<file path="src/rtl/hazard_sched.sv">
// Hazard scheduler for the 5-stage pipeline: scoreboard, stall/bubble/flush control, EX forwarding selects.
// Optional forwarding path is enabled by defining HAZ_FWD_EN.
module hazard_sched #(
  parameter int CNT_W = 16
) (
  input  logic             clk,
  input  logic             rst_n,
  input  logic             id_valid,
  input  logic [4:0]       id_rs,
  input  logic [4:0]       id_rt,
  input  logic             id_use_rs,
  input  logic             id_use_rt,
  input  logic             id_reg_wr,
  input  logic [4:0]       id_rw,
  input  logic             id_is_load,
  input  logic             ex_br_taken,
  output logic             if_stall,
  output logic             id_bubble,
  output logic             flush_ifid,
  output logic [1:0]       fwd_a,
  output logic [1:0]       fwd_b,
  output logic [CNT_W-1:0] stall_cnt
);

  typedef enum logic [1:0] {
    RUN   = 2'b00,
    STALL = 2'b01,
    FLUSH = 2'b10
  } state_t;

  typedef struct packed {
    logic       valid;
    logic       wr;
    logic       load;
    logic [4:0] rw;
  } sb_entry_t;

  state_t           state_r;
  sb_entry_t        sb_ex_r;
  sb_entry_t        sb_mem_r;
  sb_entry_t        sb_wb_r;
  sb_entry_t        id_entry_s;
  logic [CNT_W-1:0] stall_cnt_r;
  logic             ex_rs_s;
  logic             ex_rt_s;
  logic             mem_rs_s;
  logic             mem_rt_s;
  logic             hazard_s;
  logic             bubble_in_s;
  logic             unused_s;

  function automatic logic src_match(input logic use_src, input logic [4:0] src,
                                     input sb_entry_t ent);
    return use_src & ent.valid & ent.wr & (ent.rw == src) & (src != 5'd0);
  endfunction

  assign ex_rs_s     = src_match(id_use_rs, id_rs, sb_ex_r);
  assign ex_rt_s     = src_match(id_use_rt, id_rt, sb_ex_r);
  assign mem_rs_s    = src_match(id_use_rs, id_rs, sb_mem_r);
  assign mem_rt_s    = src_match(id_use_rt, id_rt, sb_mem_r);
  assign bubble_in_s = id_bubble | ~id_valid;
  assign id_entry_s  = '{valid: id_valid, wr: id_reg_wr, load: id_is_load, rw: id_rw};

  // WB entry never hazards: the register file writes before it reads in the same cycle.
`ifdef HAZ_FWD_EN
  assign hazard_s = id_valid & sb_ex_r.load & (ex_rs_s | ex_rt_s);
  assign unused_s = ^{sb_wb_r, sb_mem_r.load};
`else
  assign hazard_s = id_valid & (ex_rs_s | ex_rt_s | mem_rs_s | mem_rt_s);
  assign unused_s = ^{sb_wb_r, sb_mem_r.load, sb_ex_r.load};
`endif

  // Pipeline control: a taken branch overrides any stall.
  always_comb begin
    if_stall   = 1'b0;
    id_bubble  = 1'b0;
    flush_ifid = 1'b0;
    if (ex_br_taken) begin
      flush_ifid = 1'b1;
      id_bubble  = 1'b1;
    end else if (hazard_s) begin
      if_stall  = 1'b1;
      id_bubble = 1'b1;
    end else if (state_r == FLUSH) begin
      id_bubble = 1'b1;
    end else begin
      id_bubble = 1'b0;
    end
  end

  // FSM, scoreboard shift and stall counter.
  always_ff @(negedge clk or negedge rst_n) begin
    if (!rst_n) begin
      state_r     <= RUN;
      sb_ex_r     <= '0;
      sb_mem_r    <= '0;
      sb_wb_r     <= '0;
      stall_cnt_r <= {CNT_W{1'b0}};
    end else begin
      case (state_r)
        RUN, STALL: begin
          if (ex_br_taken)   state_r <= FLUSH;
          else if (hazard_s) state_r <= STALL;
          else               state_r <= RUN;
        end
        FLUSH:   state_r <= RUN;
        default: state_r <= RUN;
      endcase
      sb_ex_r  <= bubble_in_s ? sb_entry_t'(0) : id_entry_s;
      sb_mem_r <= sb_ex_r;
      sb_wb_r  <= sb_mem_r;
      if (if_stall && (stall_cnt_r != {CNT_W{1'b1}}))
        stall_cnt_r <= stall_cnt_r + {{(CNT_W-1){1'b0}}, 1'b1};
      else
        stall_cnt_r <= stall_cnt_r;
    end
  end

  assign stall_cnt = stall_cnt_r;

`ifdef HAZ_FWD_EN
  logic [1:0] fwd_a_s;
  logic [1:0] fwd_b_s;
  logic [1:0] fwd_a_r;
  logic [1:0] fwd_b_r;

  // Select for the instruction entering EX: nearest producer wins.
  always_comb begin
    fwd_a_s = 2'b00;
    fwd_b_s = 2'b00;
    if (ex_rs_s)       fwd_a_s = 2'b01;
    else if (mem_rs_s) fwd_a_s = 2'b10;
    else               fwd_a_s = 2'b00;
    if (ex_rt_s)       fwd_b_s = 2'b01;
    else if (mem_rt_s) fwd_b_s = 2'b10;
    else               fwd_b_s = 2'b00;
  end

  // Forwarding selects advance with the ID/EX register.
  always_ff @(negedge clk or negedge rst_n) begin
    if (!rst_n) begin
      fwd_a_r <= 2'b00;
      fwd_b_r <= 2'b00;
    end else if (bubble_in_s) begin
      fwd_a_r <= 2'b00;
      fwd_b_r <= 2'b00;
    end else begin
      fwd_a_r <= fwd_a_s;
      fwd_b_r <= fwd_b_s;
    end
  end

  assign fwd_a = fwd_a_r;
  assign fwd_b = fwd_b_r;
`else
  assign fwd_a = 2'b00;
  assign fwd_b = 2'b00;
`endif

endmodule

</file>
<file path="config.mk">
export PLATFORM = sky130hd
export DESIGN_NAME = hazard_sched
export DESIGN_NICKNAME = d
export VERILOG_FILES = /design/src/rtl/hazard_sched.sv
export SDC_FILE = /design/constraint.sdc
export NUM_CORES = 1
export LEC_CHECK = 0
export CORE_MARGIN = 5
export CORE_UTILIZATION = 42
export CTS_CLUSTER_DIAMETER = 50
export CTS_CLUSTER_SIZE = 40
export DETAILED_ROUTE_END_ITERATION = 12
export GPL_TIMING_DRIVEN = 0
export PLACE_DENSITY = 0.71
export SYNTH_ARGS = -nofsm -noshare
export SYNTH_HDL_FRONTEND = slang
export SYNTH_SLANG_ARGS = --single-unit
</file>
<file path="constraint.sdc">
create_clock -name clk -period 2.1 [get_ports clk]
set_input_delay 0.42 -clock clk [delete_from_list [all_inputs] [get_ports clk]]
set_output_delay 0.42 -clock clk [all_outputs]
set_load 0.02 [all_outputs]
</file>
### Yosys cells after proc, flatten, opt, wreduce, memory -nomap -nowiden

Index checks and enable logic that the tools add are counted.

| cells by class | value |
|---|---|
| $add $sub $neg | 1 |
| equal/unequal tests | 7 |
| mux-type cells | 10 |
| bitwise operators | 22 |
| reduce and logical (&&, ||, !) cells | 5 |

Operators with widths:

| kind | count |
|---|---|
| $eq A5 B5 Y1 | 4 |
| $and A1 B1 Y1 | 17 |
| $add A16 B1 Y16 const B | 1 |
| $ne A16 B16 Y1 const B | 1 |
| $reduce_bool A5 Y1 | 2 |
| $mux W8 | 1 |
| $mux W1 | 7 |
| $mux W2 | 2 |
| $or A1 B1 Y1 | 4 |
| $eq A2 B1 Y1 const B | 1 |
| $eq A2 B2 Y1 const B | 1 |
| $logic_not A2 Y1 | 1 |
| $reduce_or A2 Y1 | 1 |
| $logic_and A1 B1 Y1 | 1 |
| $not A1 Y1 | 1 |

| word-level totals | value |
|---|---|
| bits in registers | 32 |

### Logic depth before layout (Yosys ltp)

| depth | value |
|---|---|
| word-level depth | 12 |
| mapped depth | 8 |
| mapped depth without buffers | 7 |

==> impl_metrics.xml <==
<?xml version="1.0" encoding="UTF-8"?>
<metrics>
  <group name="clock_network">
    <metric name="tritoncts.num_buffers" unit="">5</metric>
    <metric name="cts.path.max_buffers" unit="">2</metric>
    <metric name="cts_htree_levels" unit="">2</metric>
    <metric name="cts_sinks" unit="">32</metric>
    <metric name="root_driver" unit="">sky130_fd_sc_hd__clkbuf_8</metric>
    <metric name="clk-insertion-delay-late" unit="ps">290</metric>
    <metric name="clock_tree_from_tritoncts" unit="">done</metric>
    <metric name="path_clk_slew" unit="ps">40</metric>
  </group>
  <group name="timing">
    <metric name="clock-skew-final" unit="ps">3.090</metric>
    <metric name="worst_hold_slack" unit="ps">321.4</metric>
    <metric name="final_hold_vio_count" unit="">0</metric>
    <metric name="max_slew.worst_pin.slew" unit="ps">690.3</metric>
    <metric name="slew_viol_final" unit="">0</metric>
    <metric name="finalWorstSetupSlack" unit="ps">-1235</metric>
    <metric name="setup-tns-final" unit="ps">-23530</metric>
    <metric name="setup_viol_count_final" unit="">42</metric>
    <metric name="grt_setup_unrepaired" unit="">true</metric>
    <metric name="worst_case_headroom_to_the_max_slew_limit" unit="%">53.98</metric>
  </group>
  <group name="pwr">
    <metric name="worst_vdd_drop" unit="V">0.0003686</metric>
    <metric name="combinationalPowerShare" unit="%">11.4</metric>
    <metric name="internal_power" unit="mW">0.9743</metric>
    <metric name="clkPwrFrac" unit="%">37.9</metric>
    <metric name="reported_net_switching_power" unit="mW">0.3012</metric>
    <metric name="power_density" unit="nW/µm²">523.8</metric>
    <metric name="cellLeakagePower" unit="nW">1.222</metric>
    <metric name="power.sequential.fraction" unit="%">50.7</metric>
    <metric name="switching_fraction" unit="%">23.62</metric>
  </group>
  <group name="worst_setup_path">
    <metric name="cp_top_family" unit="">simple AND/OR/NAND/NOR gates</metric>
    <metric name="slowest_stage" unit="">sky130_fd_sc_hd__dfrtn_1</metric>
    <metric name="crit_buf_inv" unit="">1</metric>
    <metric name="path_max_fanout" unit="">3</metric>
    <metric name="crit_arrival" unit="ps">2910</metric>
    <metric name="crit_end_category" unit="">output pin</metric>
    <metric name="startpoint_type" unit="">register</metric>
    <metric name="rrSetupSlack" unit="ps">-260</metric>
    <metric name="worstPathRequired" unit="ps">1680</metric>
    <metric name="critical_path.max_stage_delay" unit="ps">480</metric>
    <metric name="cp_cell_sequence" unit="">xor2_1 &gt; nor4_1 &gt; a22oi_1 &gt; o22ai_2 &gt; and2_4 &gt; buf_6</metric>
    <metric name="crit_type" unit="">register to output pin</metric>
  </group>
  <group name="run_status">
    <metric name="run_status" unit="">finished, violations left</metric>
    <metric name="violations" unit="">setup timing</metric>
  </group>
  <group name="yosys">
    <metric name="synth_top_cell_by_area" unit="">sky130_fd_sc_hd__dfrtn_1</metric>
    <metric name="synth.avg_cell_area" unit="µm²">10.86</metric>
    <metric name="synthSimpleGateAreaFrac" unit="%">19.81</metric>
    <metric name="ys_seq_area_share" unit="%">50.51</metric>
    <metric name="postSynthRegisterBits" unit="">32</metric>
    <metric name="synth_adder_area_share" unit="%">0.7893</metric>
    <metric name="synthXorXnorAreaFrac" unit="%">19.34</metric>
    <metric name="synthesized_area_fraction_occupied_by_ao_oa_aoi_and_oai_cells" unit="%">5.288</metric>
    <metric name="largest_family_of_logic_cells_by_synthesized_area" unit="">simple AND/OR/NAND/NOR gates</metric>
    <metric name="yosys.area.top_type_share" unit="%">50.51</metric>
    <metric name="synth.mux.area_fraction" unit="%">0.7103</metric>
    <metric name="netlist_instances" unit="">146</metric>
    <metric name="synthesis.area" unit="µm²">1585</metric>
    <metric name="synth_area_leaders" unit="">sky130_fd_sc_hd__dfrtn_1, sky130_fd_sc_hd__xor2_1, sky130_fd_sc_hd__xnor2_1</metric>
    <metric name="ys_types" unit="">31</metric>
    <metric name="ys.warnings.count" unit="">0</metric>
  </group>
  <group name="detailed_routing">
    <metric name="drtPass1Iterations" unit="">6</metric>
    <metric name="num_vias" unit="">1370</metric>
    <metric name="drt_wl_total" unit="mm">4.047</metric>
    <metric name="route.detailed.drc" unit="">0</metric>
    <metric name="count_of_antenna_violating_nets_left_after_detailed_routing" unit="">0</metric>
    <metric name="initialDrtViolationCount" unit="">63</metric>
    <metric name="vias_per_cell" unit="">5.055</metric>
    <metric name="route.detailed.wl_per_inst" unit="µm">14.93</metric>
  </group>
  <group name="run">
    <metric name="max_cap_violations" unit="">0</metric>
  </group>
  <group name="final_layout">
    <metric name="area_delta_synth_final" unit="%">53.59</metric>
    <metric name="ff_latch_area" unit="µm²">800.8</metric>
    <metric name="fin_area" unit="µm²">2435</metric>
    <metric name="area_of_combinational_cells_with_multiple_inputs" unit="µm²">837.1</metric>
    <metric name="final.fill_count" unit="">296</metric>
    <metric name="design.final.nets" unit="">246</metric>
    <metric name="final_layout_size_suffix_gt1_share" unit="%">40.81</metric>
    <metric name="n_antenna_cell" unit="">0</metric>
  </group>
  <group name="min_path">
    <metric name="hp-class" unit="">register to register</metric>
  </group>
  <group name="global_route">
    <metric name="number_of_antenna_violations_at_the_first_check_in_global_routing" unit="">0</metric>
    <metric name="via_count_of_the_first_global_routing_pass" unit="">1424</metric>
    <metric name="groute.usage.overall" unit="%">16.28</metric>
    <metric name="grt_first_pass_wirelength" unit="mm">6.520</metric>
    <metric name="grt_max_degree" unit="">33</metric>
    <metric name="gr_ovfl_total" unit="">0</metric>
  </group>
  <group name="die">
    <metric name="core-area" unit="µm²">3661</metric>
    <metric name="chipHeight" unit="µm">71.44</metric>
    <metric name="die_area" unit="µm²">5103</metric>
    <metric name="floorplan.rows" unit="">22</metric>
    <metric name="number_of_i_o_pins" unit="">46</metric>
    <metric name="initial_core_util" unit="%">43.30</metric>
    <metric name="die_w" unit="µm">71.44</metric>
  </group>
  <group name="placed_design">
    <metric name="gp_congestion" unit="">0.8310</metric>
    <metric name="hpwl" unit="mm">2.594</metric>
    <metric name="post_dp_cell_area" unit="µm²">2071</metric>
    <metric name="io_buffer_count" unit="">40</metric>
    <metric name="placement.setup.worst_slack" unit="ps">-1544</metric>
  </group>
</metrics>
[sequential cells by signal (all words and copies together) (netlist names)]
| register | flops |
|---|---|
| sb_ex_r | 7 |
| sb_mem_r | 7 |
| stall_cnt | 16 |
| state_r | 2 |
[cell families (layout without fill, tap and decap cells)]
kind of cell    after synthesis  in the layout
simple gates                 58             58
xor+xnor                     35             35
compound gates               11             11
buf+inv                       7             81
mux                           1              1
other cells                   1              4
fa+ha+maj                     1              1
flops                        32             32
[per-stage QoR]
stage | util [%] | power [mW] | instances
after floorplan | - | 0.7126 | 149
after global placement | 56.70 | 0.7923 | 237
after detailed placement | 56.56 | 0.7936 | 237
after CTS | 64.15 | 1.285 | 265
after global routing | 66.51 | 1.332 | 271
final | 66.51 | 1.275 | 271
[layout by cell type (no fill, tap or decap), drive strengths merged, types with 4 or more instances in the layout]
cell,Yosys,layout
and2,8,8
buf,6,60
clkbuf,0,8
clkdlybuf4s50,0,10
conb,1,4
dfrtn,32,32
nand2,11,11
nand3,5,5
nor2,13,13
nor4,4,4
xnor2,6,6
xor2,29,29
[worst paths after layout]
check,startpoint,to,depth (start not counted)
max,sb_ex_r[1],if_stall,6
min,sb_ex_r[7],sb_mem_r[7],0
max reg2reg,stall_cnt[0],stall_cnt[11],9
min reg2reg,sb_ex_r[7],sb_mem_r[7],0
max in group asynchronous,rst_n,stall_cnt[6],1
min in group asynchronous,rst_n,sb_ex_r[1],1
[what timing repair did]
item,CTS,global route
hold buffers,0,0
pin swaps,12,5
buffers inserted,19,6
endpoints found under the setup margin,43,42
cloned,1,0
resized for setup,164,11
[power by group through the flow]
stage | registers [mW] | logic [mW] | clock network [mW]
detailed placement | 0.658 | 0.136 | 0
floorplan | 0.658 | 0.0546 | 0
finish | 0.647 | 0.146 | 0.483
global route | 0.647 | 0.159 | 0.526
global placement | 0.657 | 0.135 | 0
CTS | 0.646 | 0.142 | 0.497
[synthesized netlist by cell type (all sizes together)]
cell type	n
nor2b	3
and2	8
a21oi	1
ha	1
xnor2	6
o2111ai	2
and4	3
inv	1
nor3	1
nand4	3
or4	2
nor3b	1
xor2	29
and3	2
buf	6
conb	1
nand3	5
nor4	4
nand2	11
o22a	1
nor2	13
a41oi	1
a22oi	2
nand2b	2
dfrtn	32
o22ai	1
mux2	1
a31oi	1
o21ai	2
[routing by layer]
metal,share of wire (%),track usage [%],vias up,wire length (µm)
met4,3.5,8.142,0,140
met2,50,26.43,55,2006
met5,0,0,-,0
li1,-,-,640,-
met3,5.2,4.628,17,211
met1,42,19.72,658,1689
[cell type report]
| cell class | instances | area share, % |
|---|---|---|
| Inverter | 1 | 0.1542 |
| Timing Repair Buffer | 66 | 24.41 |
| Buffer | 6 | 2.004 |
| Clock buffer | 8 | 3.700 |
| Tap cell | 48 | 2.467 |
| Multi-Input combinational cell | 110 | 34.38 |
| Sequential cell | 32 | 32.89 |
[worst register-to-register path, delay by kind of cell, from the launching register on]
family | cells | cell delay (ps)
adder cells (fa/ha/maj) | 1 | 220
AND/OR/NAND/NOR | 2 | 470
XOR/XNOR | 1 | 100
buffers and inverters | 2 | 310
AO/OA/AOI/OAI | 3 | 730
flip-flops | 1 | 370
No activity file was read; power rests on OpenSTA's default activity.
